==> src/rtl/secded_pkg.sv <==
// Shared types, constants and the combinational SECDED(16,11) decode function.
// The error-counter feature (ERR_COUNT_EN) uses the WR_SC/WR_DC states and counter addresses.
package secded_pkg;

   typedef enum logic [3:0] {
      IDLE,
      RD_LO,
      RD_HI,
      DECODE,
      WR_LO,
      WR_HI,
      WR_SC,
      WR_DC,
      DONE
   } state_t;

   localparam logic [1:0] FLG_NONE = 2'b00;
   localparam logic [1:0] FLG_SGL  = 2'b01;
   localparam logic [1:0] FLG_DBL  = 2'b10;

   localparam int unsigned IN_BASE_DEF  = 30;
   localparam int unsigned OUT_BASE_DEF = 0;
   localparam int unsigned SGL_CNT_ADDR = 60;
   localparam int unsigned DBL_CNT_ADDR = 61;

   // Returns the packed output word {flags, 3'b000, d[11:1]}.
   function automatic logic [15:0] secded_decode(input logic [15:0] w);
      logic [3:0]  s;
      logic        p;
      logic [15:0] c;
      logic [1:0]  f;
      s = '0;
      for (int k = 1; k < 16; k++) begin
         if (w[k]) s = s ^ 4'(k);
      end
      p = ^w;
      c = w;
      if (p) begin
         f = FLG_SGL;
         if (s != 4'd0) c[s] = ~c[s];
      end else if (s != 4'd0) begin
         f = FLG_DBL;
      end else begin
         f = FLG_NONE;
      end
      return {f, 3'b000, c[15:13], c[12:9], c[7:5], c[3]};
   endfunction

endpackage

==> src/rtl/secded_if.sv <==
// Byte-wide data-memory bus between the decoder engine (master) and its memory (slave).
interface secded_if #(
   parameter int unsigned AW = 8
) ();
   logic [AW-1:0] addr;
   logic [7:0]    wdata;
   logic [7:0]    rdata;
   logic          we;

   modport master (output addr, output wdata, output we, input rdata);
   modport slave  (input addr, input wdata, input we, output rdata);
endinterface

==> src/rtl/data_mem.sv <==
// 2**AW x 8 byte memory: combinational read, synchronous write. Contents are never reset.
module data_mem #(
   parameter int unsigned AW = 8
) (
   input logic     clk,
   secded_if.slave bus
);
   logic [7:0] core [0:2**AW-1];

   always_ff @(posedge clk) begin
      if (bus.we) core[bus.addr] <= bus.wdata;
   end

   assign bus.rdata = core[bus.addr];

endmodule

==> src/rtl/top_level.sv <==
// SECDED(16,11) decoder engine: reads NUM_WORDS codewords from dm1, writes flagged messages, then done.
// Define ERR_COUNT_EN to also store single/double error counts at bytes 60/61 before done.
module top_level
   import secded_pkg::*;
#(
   parameter int unsigned NUM_WORDS = 15,
   parameter int unsigned IN_BASE   = IN_BASE_DEF,
   parameter int unsigned OUT_BASE  = OUT_BASE_DEF,
   parameter int unsigned AW        = 8
) (
   input  logic clk,
   input  logic reset,
   output logic done
);
   localparam int unsigned IW = (NUM_WORDS > 1) ? $clog2(NUM_WORDS) : 1;

   secded_if #(.AW(AW)) mem_bus ();

   data_mem #(.AW(AW)) dm1 (
      .clk (clk),
      .bus (mem_bus)
   );

   state_t        r_state;
   logic [IW-1:0] r_idx;
   logic [15:0]   r_cw;
   logic [15:0]   r_res;
   logic          r_done;
`ifdef ERR_COUNT_EN
   logic [7:0]    r_sgl_cnt;
   logic [7:0]    r_dbl_cnt;
`endif

   logic [AW-1:0] w_addr;
   logic [7:0]    w_wdata;
   logic          w_we;
   logic [15:0]   w_dec;
   logic [AW-1:0] w_in_addr;
   logic [AW-1:0] w_out_addr;

   assign w_dec      = secded_decode(r_cw);
   assign w_in_addr  = AW'(IN_BASE + 2 * int'(r_idx));
   assign w_out_addr = AW'(OUT_BASE + 2 * int'(r_idx));

   always_comb begin
      w_addr  = '0;
      w_wdata = '0;
      w_we    = 1'b0;
      case (r_state)
         RD_LO: w_addr = w_in_addr;
         RD_HI: w_addr = w_in_addr + AW'(1);
         WR_LO: begin
            w_addr  = w_out_addr;
            w_wdata = r_res[7:0];
            w_we    = 1'b1;
         end
         WR_HI: begin
            w_addr  = w_out_addr + AW'(1);
            w_wdata = r_res[15:8];
            w_we    = 1'b1;
         end
`ifdef ERR_COUNT_EN
         WR_SC: begin
            w_addr  = AW'(SGL_CNT_ADDR);
            w_wdata = r_sgl_cnt;
            w_we    = 1'b1;
         end
         WR_DC: begin
            w_addr  = AW'(DBL_CNT_ADDR);
            w_wdata = r_dbl_cnt;
            w_we    = 1'b1;
         end
`endif
         default: ;
      endcase
   end

   assign mem_bus.addr  = w_addr;
   assign mem_bus.wdata = w_wdata;
   assign mem_bus.we    = w_we;

   always_ff @(posedge clk or negedge reset) begin
      if (!reset) begin
         r_state   <= IDLE;
         r_idx     <= '0;
         r_cw      <= '0;
         r_res     <= '0;
         r_done    <= 1'b0;
`ifdef ERR_COUNT_EN
         r_sgl_cnt <= '0;
         r_dbl_cnt <= '0;
`endif
      end else begin
         case (r_state)
            IDLE:  r_state <= RD_LO;
            RD_LO: begin
               r_cw[7:0] <= mem_bus.rdata;
               r_state   <= RD_HI;
            end
            RD_HI: begin
               r_cw[15:8] <= mem_bus.rdata;
               r_state    <= DECODE;
            end
            DECODE: begin
               r_res   <= w_dec;
`ifdef ERR_COUNT_EN
               if (w_dec[15:14] == FLG_SGL) r_sgl_cnt <= r_sgl_cnt + 8'd1;
               if (w_dec[15:14] == FLG_DBL) r_dbl_cnt <= r_dbl_cnt + 8'd1;
`endif
               r_state <= WR_LO;
            end
            WR_LO: r_state <= WR_HI;
            WR_HI: begin
               if (r_idx == IW'(NUM_WORDS - 1)) begin
`ifdef ERR_COUNT_EN
                  r_state <= WR_SC;
`else
                  r_state <= DONE;
                  r_done  <= 1'b1;
`endif
               end else begin
                  r_idx   <= r_idx + IW'(1);
                  r_state <= RD_LO;
               end
            end
`ifdef ERR_COUNT_EN
            WR_SC: r_state <= WR_DC;
            WR_DC: begin
               r_state <= DONE;
               r_done  <= 1'b1;
            end
`endif
            DONE:    r_state <= DONE;
            default: r_state <= IDLE;
         endcase
      end
   end

   assign done = r_done;

endmodule

==> config.mk <==
export PLATFORM = sky130hd
export DESIGN_NAME = top_level
export DESIGN_NICKNAME = d
export VERILOG_FILES = /design/src/rtl/secded_pkg.sv /design/src/rtl/secded_if.sv /design/src/rtl/data_mem.sv /design/src/rtl/top_level.sv
export SDC_FILE = /design/constraint.sdc
export NUM_CORES = 1
export LEC_CHECK = 0
export CORE_AREA = 2 2 39 41
export CTS_BUF_LIST = sky130_fd_sc_hd__clkbuf_8 sky130_fd_sc_hd__clkbuf_16
export DETAILED_ROUTE_END_ITERATION = 6
export DIE_AREA = 0 0 41 43
export GPL_TIMING_DRIVEN = 0
export PLACE_DENSITY_LB_ADDON = 0.25
export SETUP_SLACK_MARGIN = 0.02
export SYNTH_ARGS = -nofsm -noshare
export SYNTH_HDL_FRONTEND = slang
export SYNTH_HIERARCHICAL = 1
export SYNTH_SLANG_ARGS = --single-unit
==> constraint.sdc <==
create_clock -name clk -period 2.1 [get_ports clk]
set_input_delay 0.21 -clock clk [delete_from_list [all_inputs] [get_ports clk]]
set_output_delay 0.21 -clock clk [all_outputs]
set_load 0.1 [all_outputs]
==> results of run 1 <==
==> layer usage <==
layer	up-vias	GRT usage	wire length, um
met1	136	0.103	292
met3	2	0.0314	29
li1	137	-	-
met5	-	0	0
met2	5	0.125	335
met4	0	0.100	10
==> state kept, by name, summed over array words and instances (netlist names) <==
signal	flops
done	1
r_state	4
r_idx	4
==> layout make-up <==
class	instances	area (um2)	share of cell area
clock buffers	3	41.3	0.0809
clock inverters	1	3.75	0.00735
inverters	2	7.51	0.0147
multi-input cells	24	193	0.377
flip-flops and latches	9	225	0.441
well taps	16	20.0	0.0392
repair buffers	2	20.0	0.0392
==> cells by family after synthesis <==
group                      count (synthesis)  synth area share
and+or+nand+nor                           13             0.209
DFF                                        9             0.529
AOI/OAI and AO/OA                          4            0.0794
xor gates and xnor gates                   4            0.0823
buffers and inverters                      2            0.0177
adders and majority gates                  2            0.0588
muxes                                      1            0.0235
==> layout by cell type, fill, tap and decap left out, drive strengths merged <==
| master | n |
|---|---|
| a21oi | 1 |
| clkbuf | 3 |
| inv | 3 |
| nand3b | 2 |
| nand3 | 3 |
| dfrtp | 9 |
| mux2i | 1 |
| ha | 2 |
| nand2 | 2 |
| a41o | 1 |
| o2bb2a | 1 |
| clkdlybuf4s50 | 2 |
| nor2 | 2 |
| and3 | 1 |
| nor3 | 1 |
| xnor2 | 4 |
| or3b | 1 |
| a221oi | 1 |
| and4bb | 1 |
==> stage by stage <==
step                      cells  cell area (um2)  hold slack, ns
after floorplan              35              425         -0.0856
after global placement       53              465           0.450
after detailed placement     53              465           0.460
after CTS                    57              510           0.286
after global routing         57              510           0.332
final                        57              510           0.272
==> power groups by stage <==
stage / combinational (uW) / clock (uW) / sequential [uW]
final: 4.80 / 194 / 174
after global routing: 6.07 / 209 / 174
after CTS: 5.13 / 198 / 174
after detailed placement: 5.09 / 0 / 177
after global placement: 4.90 / 0 / 177
after floorplan: 0.000100 / 0 / 177
==> how the worst max path moves through the flow <==
| stage | start | endpoint | depth (start not counted) |
|---|---|---|---|
| CTS | done$_DFFE_PN0P_ | done | 1 |
| finish | done$_DFFE_PN0P_ | done | 1 |
| floorplan | done$_DFFE_PN0P_ | done$_DFFE_PN0P_ | 1 |
| detailed placement | done$_DFFE_PN0P_ | done | 1 |
| global placement | done$_DFFE_PN0P_ | done | 1 |
| global route | done$_DFFE_PN0P_ | done | 1 |
==> run metrics, run 1 <==
# setup viols final 0; Synth Net Count 39; reg-to-reg startpoint r_idx[0]$_DFFE_PN0P_; Setup TNS Final 0 ns; CTS clock-pin slew for the worst setup and hold paths roughly 0.050 ns; GRT Resource Usage Total 0.0933; Seq pwr share 0.467; Reg2Reg Setup Slack between 0.8 and 0.9 ns; total grt overflow 0; number of cell rows 14; largest net degree at the start of global routing 10; layout cells sized above 1 0.146; RR Endpoint r_state[3]$_DFF_PN0_; core footprint ~1400 um2; drt total wl between 600 and 700 um; CTS resizes 0; Detail Route Antenna Nets 0; Sw Pwr between 60 and 70 uW; Yosys warning total 6; clock sink total 9; CP endpoint kind output port; pre-CTS setup slack around 0.43 ns; Residual DRC 0; nets 46; period utilization 0.911; # diodes 0; RSZ-0062 raised after global routing no; required time worst endpoint ~1.9 ns; total chip power ~370 uW; pwr dens about 730 nW/um2; Initial Utilization 0.307; Synth Flop Type dfrtp_1; Netlist cell types 19; P_leak 0.000245 uW; Clk Latency, worst-skew pair about 0.23 ns; Mean Syn Cell Area approximately 12 um2; cell count after synthesis 35; delay-heaviest family, CP buffers and inverters; Slowest-stage cell, CP clkdlybuf4s50_1; R2R depth 5; Post-synth EDFFs 0; TritonCTS Buffers 3; synth-to-layout area growth 20.0%; CP Cell Sequence clkdlybuf4s50_1; maxcap violations 0; top-count cell post-synth dfrtp_1; clock power share 0.520; First-pass DRT Iterations 4; Die H ~43 um; top post-synthesis cells by count dfrtp_1, xnor2_1; worst setup margin roughly 0.19 ns; first-pass GRT wire length about 1000 um; Critical Path Max Stage Delay approximately 1.1 ns; crit path max fanout 2; cell internal pwr around 300 uW; crit path kind reg -> out; clk root buf clkbuf_8; initial antenna violation count 0; via/cell ratio about 4.9; CTS tree done; asr flop ratio synth 1.00; vias in the first global route 234; total number of vias 280; sequential share of the synthesized area 0.529; status finished clean; Slew Limit Fails 0; Layout Utilization 0.369; Die ar. about 1800 um2; Synth Cell Area about 430 um2; clock buffer depth 2; 1st-iter DRT viols 10; GPL Wtd Cong 0.685; Switching Fraction 0.187; Synth top area share 0.529; Comb power frac 0.013; Final Hold Fails 0; Slew HR 0.358; io pins 3; skew final between 0.004 and 0.005 ns; H-tree Lvls 1; Period minus WS final ~1.9 ns; CP startpoint kind flop; Fillers approximately 140; worst path buffer plus inverter count 1; Tightest Pin Transition around 0.96 ns; # port buffers 2; per-cell routed wire length about 12 um; dominant cells by area after synthesis dfrtp_1, xnor2_1, ha_1; area leader, netlist dfrtp_1; Die X 41 um; Synth Register Bits 9; Max Freq between 0.5 and 0.6 GHz; Max VDD drop roughly 0.00034 V; min-delay worst type in -> async; Post-CTS Hold Buffers 0; CP Data Arrival Time 1.70 ns; post-CTS setup buffer count 0
Power figures use the tool's default switching activity.
==> inputs of run 2 (changes only) <==
ABC_AREA = 1   (was not set)
PLACE_DENSITY_LB_ADDON = 0.12   (was 0.25)
SKIP_CTS_REPAIR_TIMING = 1   (was not set)
==> run 2 against run 1 <==
  * Combinational power increased by 4.2%
  * Clock-buffer cell count unchanged
  * Non-clock buffer count unchanged
  * Hold slack improved by 0.0088 ns
==> run metrics, run 2 <==
GRT Resource Usage Total 0.143 (+0.0494); Tightest Pin Transition 0.958 ns (-0.00101 ns); Sw Pwr 73.2 uW (+4.8%); CTS tree done; Post-synth EDFFs 0 (unchanged); CP endpoint kind output port; post-route design area 569 um2 (+12%); Die X 41 um (unchanged); Final Hold Fails 0 (unchanged); period utilization 0.906 (-0.00498); worst path buffer plus inverter count 1 (unchanged); Slew Limit Fails 0 (unchanged); vias in the first global route 356 (+52%); CP Cell Sequence clkdlybuf4s50_1; pwr dens 664 nW/um2 (-9.0%); First-pass DRT Iterations 2 (-2); Layout Cells excl Fill 83 (+46%); most common cell after layout, fill and taps aside nand2_1; top post-synthesis cells by count nand2_1, inv_1, dfrtp_1; Synth Register Bits 9 (unchanged); required time worst endpoint 1.89 ns (about the same); Comb power frac 0.013 (about the same); Seq pwr share 0.460 (-0.007); clock sink total 9 (unchanged); maxcap violations 0 (unchanged); total number of vias 375 (+34%); dominant cells by area after synthesis dfrtp_1, nand2_1, inv_1; 1st-iter DRT viols 5 (-5); most frequent cells in the layout nand2_1, inv_1, dfrtp_1; CTS clock-pin slew for the worst setup and hold paths 0.04 ns (about the same); Slowest-stage cell, CP clkdlybuf4s50_1; DP Wirelength between 500 and 600 um; Die H 43 um (unchanged); status finished clean; Critical Path Max Stage Delay 1.13 ns (about the same); Slew HR 0.359 (+0.000673); clock power share 0.527 (+0.007); # diodes 0 (unchanged); # placed instances 79 (+49%); Clk Latency, worst-skew pair 0.23 ns (about the same); Max Freq 0.526 GHz (+0.55%); TritonCTS Buffers 3 (unchanged); Synth Net Count 65 (+67%); Initial Utilization 0.349 (+0.0416); Mean Syn Cell Area 7.92 um2 (-35%); area leader, netlist dfrtp_1; asr flop ratio synth 1.00 (unchanged); io pins 3 (unchanged); first-pass GRT wire length 1580 um (+60%); H-tree Lvls 1 (unchanged); drt total wl 809 um (+21%); nets 72 (+57%); clock buffer depth 2 (unchanged); Yosys warning total 6 (unchanged); cell internal pwr 305 uW (+0.73%); GPL Wtd Cong 0.654 (-4.5%); initial antenna violation count 0 (unchanged); Residual DRC 0 (unchanged); Setup TNS Final 0 ns (unchanged); Die ar. 1760 um2 (unchanged); crit path kind reg -> out; pre-CTS setup slack 0.443 ns (+0.0128 ns); top-count cell post-synth nand2_1; largest net degree at the start of global routing 10 (unchanged); core footprint 1380 um2 (unchanged); # port buffers 2 (unchanged); number of cell rows 14 (unchanged); # setup viols final 0 (unchanged); CP Data Arrival Time 1.69 ns (about the same); Synth Cell Area 483 um2 (+14%); skew final 0.000512 ns (-0.00374 ns); total grt overflow 0 (unchanged); RSZ-0062 raised after global routing no; layout cells sized above 1 0.119 (-0.0269); Switching Fraction 0.194 (+0.00614); clk root buf clkbuf_8; Netlist cell types 13 (-6); Fillers 144 (+6.7%); Synth top area share 0.466 (-0.0631); CP startpoint kind flop; Max VDD drop 0.000459 V (+33%); P_leak 0.000306 uW (+25%); synth-to-layout area growth 17.9%; min-delay worst type in -> async; per-cell routed wire length 9.75 um (-17%); Period minus WS final 1.90 ns (-0.0105 ns); worst setup margin 0.198 ns (+0.0105 ns); area post-placement 523 um2 (+12%); cell count after synthesis 61 (+74%); crit path max fanout 2 (unchanged); via/cell ratio 4.52 (-8.0%); Detail Route Antenna Nets 0 (unchanged); sequential share of the synthesized area 0.466 (-0.0631); delay-heaviest family, CP buffers and inverters; Synth Flop Type dfrtp_1
-- run 2: changes by cell type in the layout (fill, tap and decap cells not counted), moves of 2 or more --
cell	previous run	this run
nand2_1	1	22
inv_1	3	10
xnor2_1	4	0
o21ai_0	0	3
nand3_1	2	4
nor2_1	2	4
-- run 2: stage by stage --
step	util	hold WS, ns	power (uW)
2_1_floorplan	-	-0.0856	177
3_5_place_dp	0.378	0.455	182
4_1_cts	0.411	0.296	383
3_3_place_gp	0.378	0.448	182
6_report	0.411	0.281	378
5_1_grt	0.411	0.325	395
-- run 2: cell families (layout without fill, tap and decap cells) --
group / after synthesis / count (layout) / synth area share
simple gates: 37 / 37 / 0.373
fa+ha+maj: 2 / 2 / 0.0518
buf+inv: 10 / 16 / 0.0777
flops: 9 / 9 / 0.466
compound gates: 3 / 3 / 0.0311
-- run 2: per-layer routing --
layer | GRT usage | routed length [um] | vias up
met5 | 0 | 0 | -
met4 | 0.0800 | 25 | 0
met3 | 0.0785 | 36 | 4
met2 | 0.172 | 357 | 4
met1 | 0.196 | 389 | 166
li1 | - | - | 201
-- run 2: power groups by stage --
stage | Clock (uW) | Sequential (uW) | Combinational [uW]
after global routing | 215 | 174 | 6.07
after floorplan | 0 | 177 | 0.000163
after global placement | 0 | 177 | 5.30
after detailed placement | 0 | 177 | 5.35
final | 199 | 174 | 5.00
after CTS | 204 | 174 | 5.35
-- run 2: worst paths after layout --
kind	slack [ns]	from	to	cells after the start
worst max-delay path	0.20	done$_DFFE_PN0P_	done	1
worst min-delay path	0.28	reset	r_idx[1]$_DFFE_PN0P_	1
worst max register to register	0.95	r_idx[0]$_DFFE_PN0P_	r_idx[3]$_DFFE_PN0P_	7
worst min register to register	0.46	done$_DFFE_PN0P_	done$_DFFE_PN0P_	2
max in group asynchronous	1.53	reset	r_state[2]$_DFF_PN0_	1
min in group clk	0.46	done$_DFFE_PN0P_	done$_DFFE_PN0P_	2
-- run 2: area by class of cell --
type	instances	area, um2	area share
Clock inverter	1	5.00	0.00879
Multi-Input combinational cell	42	220	0.387
Sequential cell	9	225	0.396
Inverter	10	37.5	0.0659
Tap cell	16	20.0	0.0352
Clock buffer	3	41.3	0.0725
Timing Repair Buffer	2	20.0	0.0352
==> inputs of run 3 (changes only) <==
CAP_MARGIN = 10   (was not set)
==> results of run 3 <==
Same layout as run 2: the final DEF is identical, and so are final timing and power.
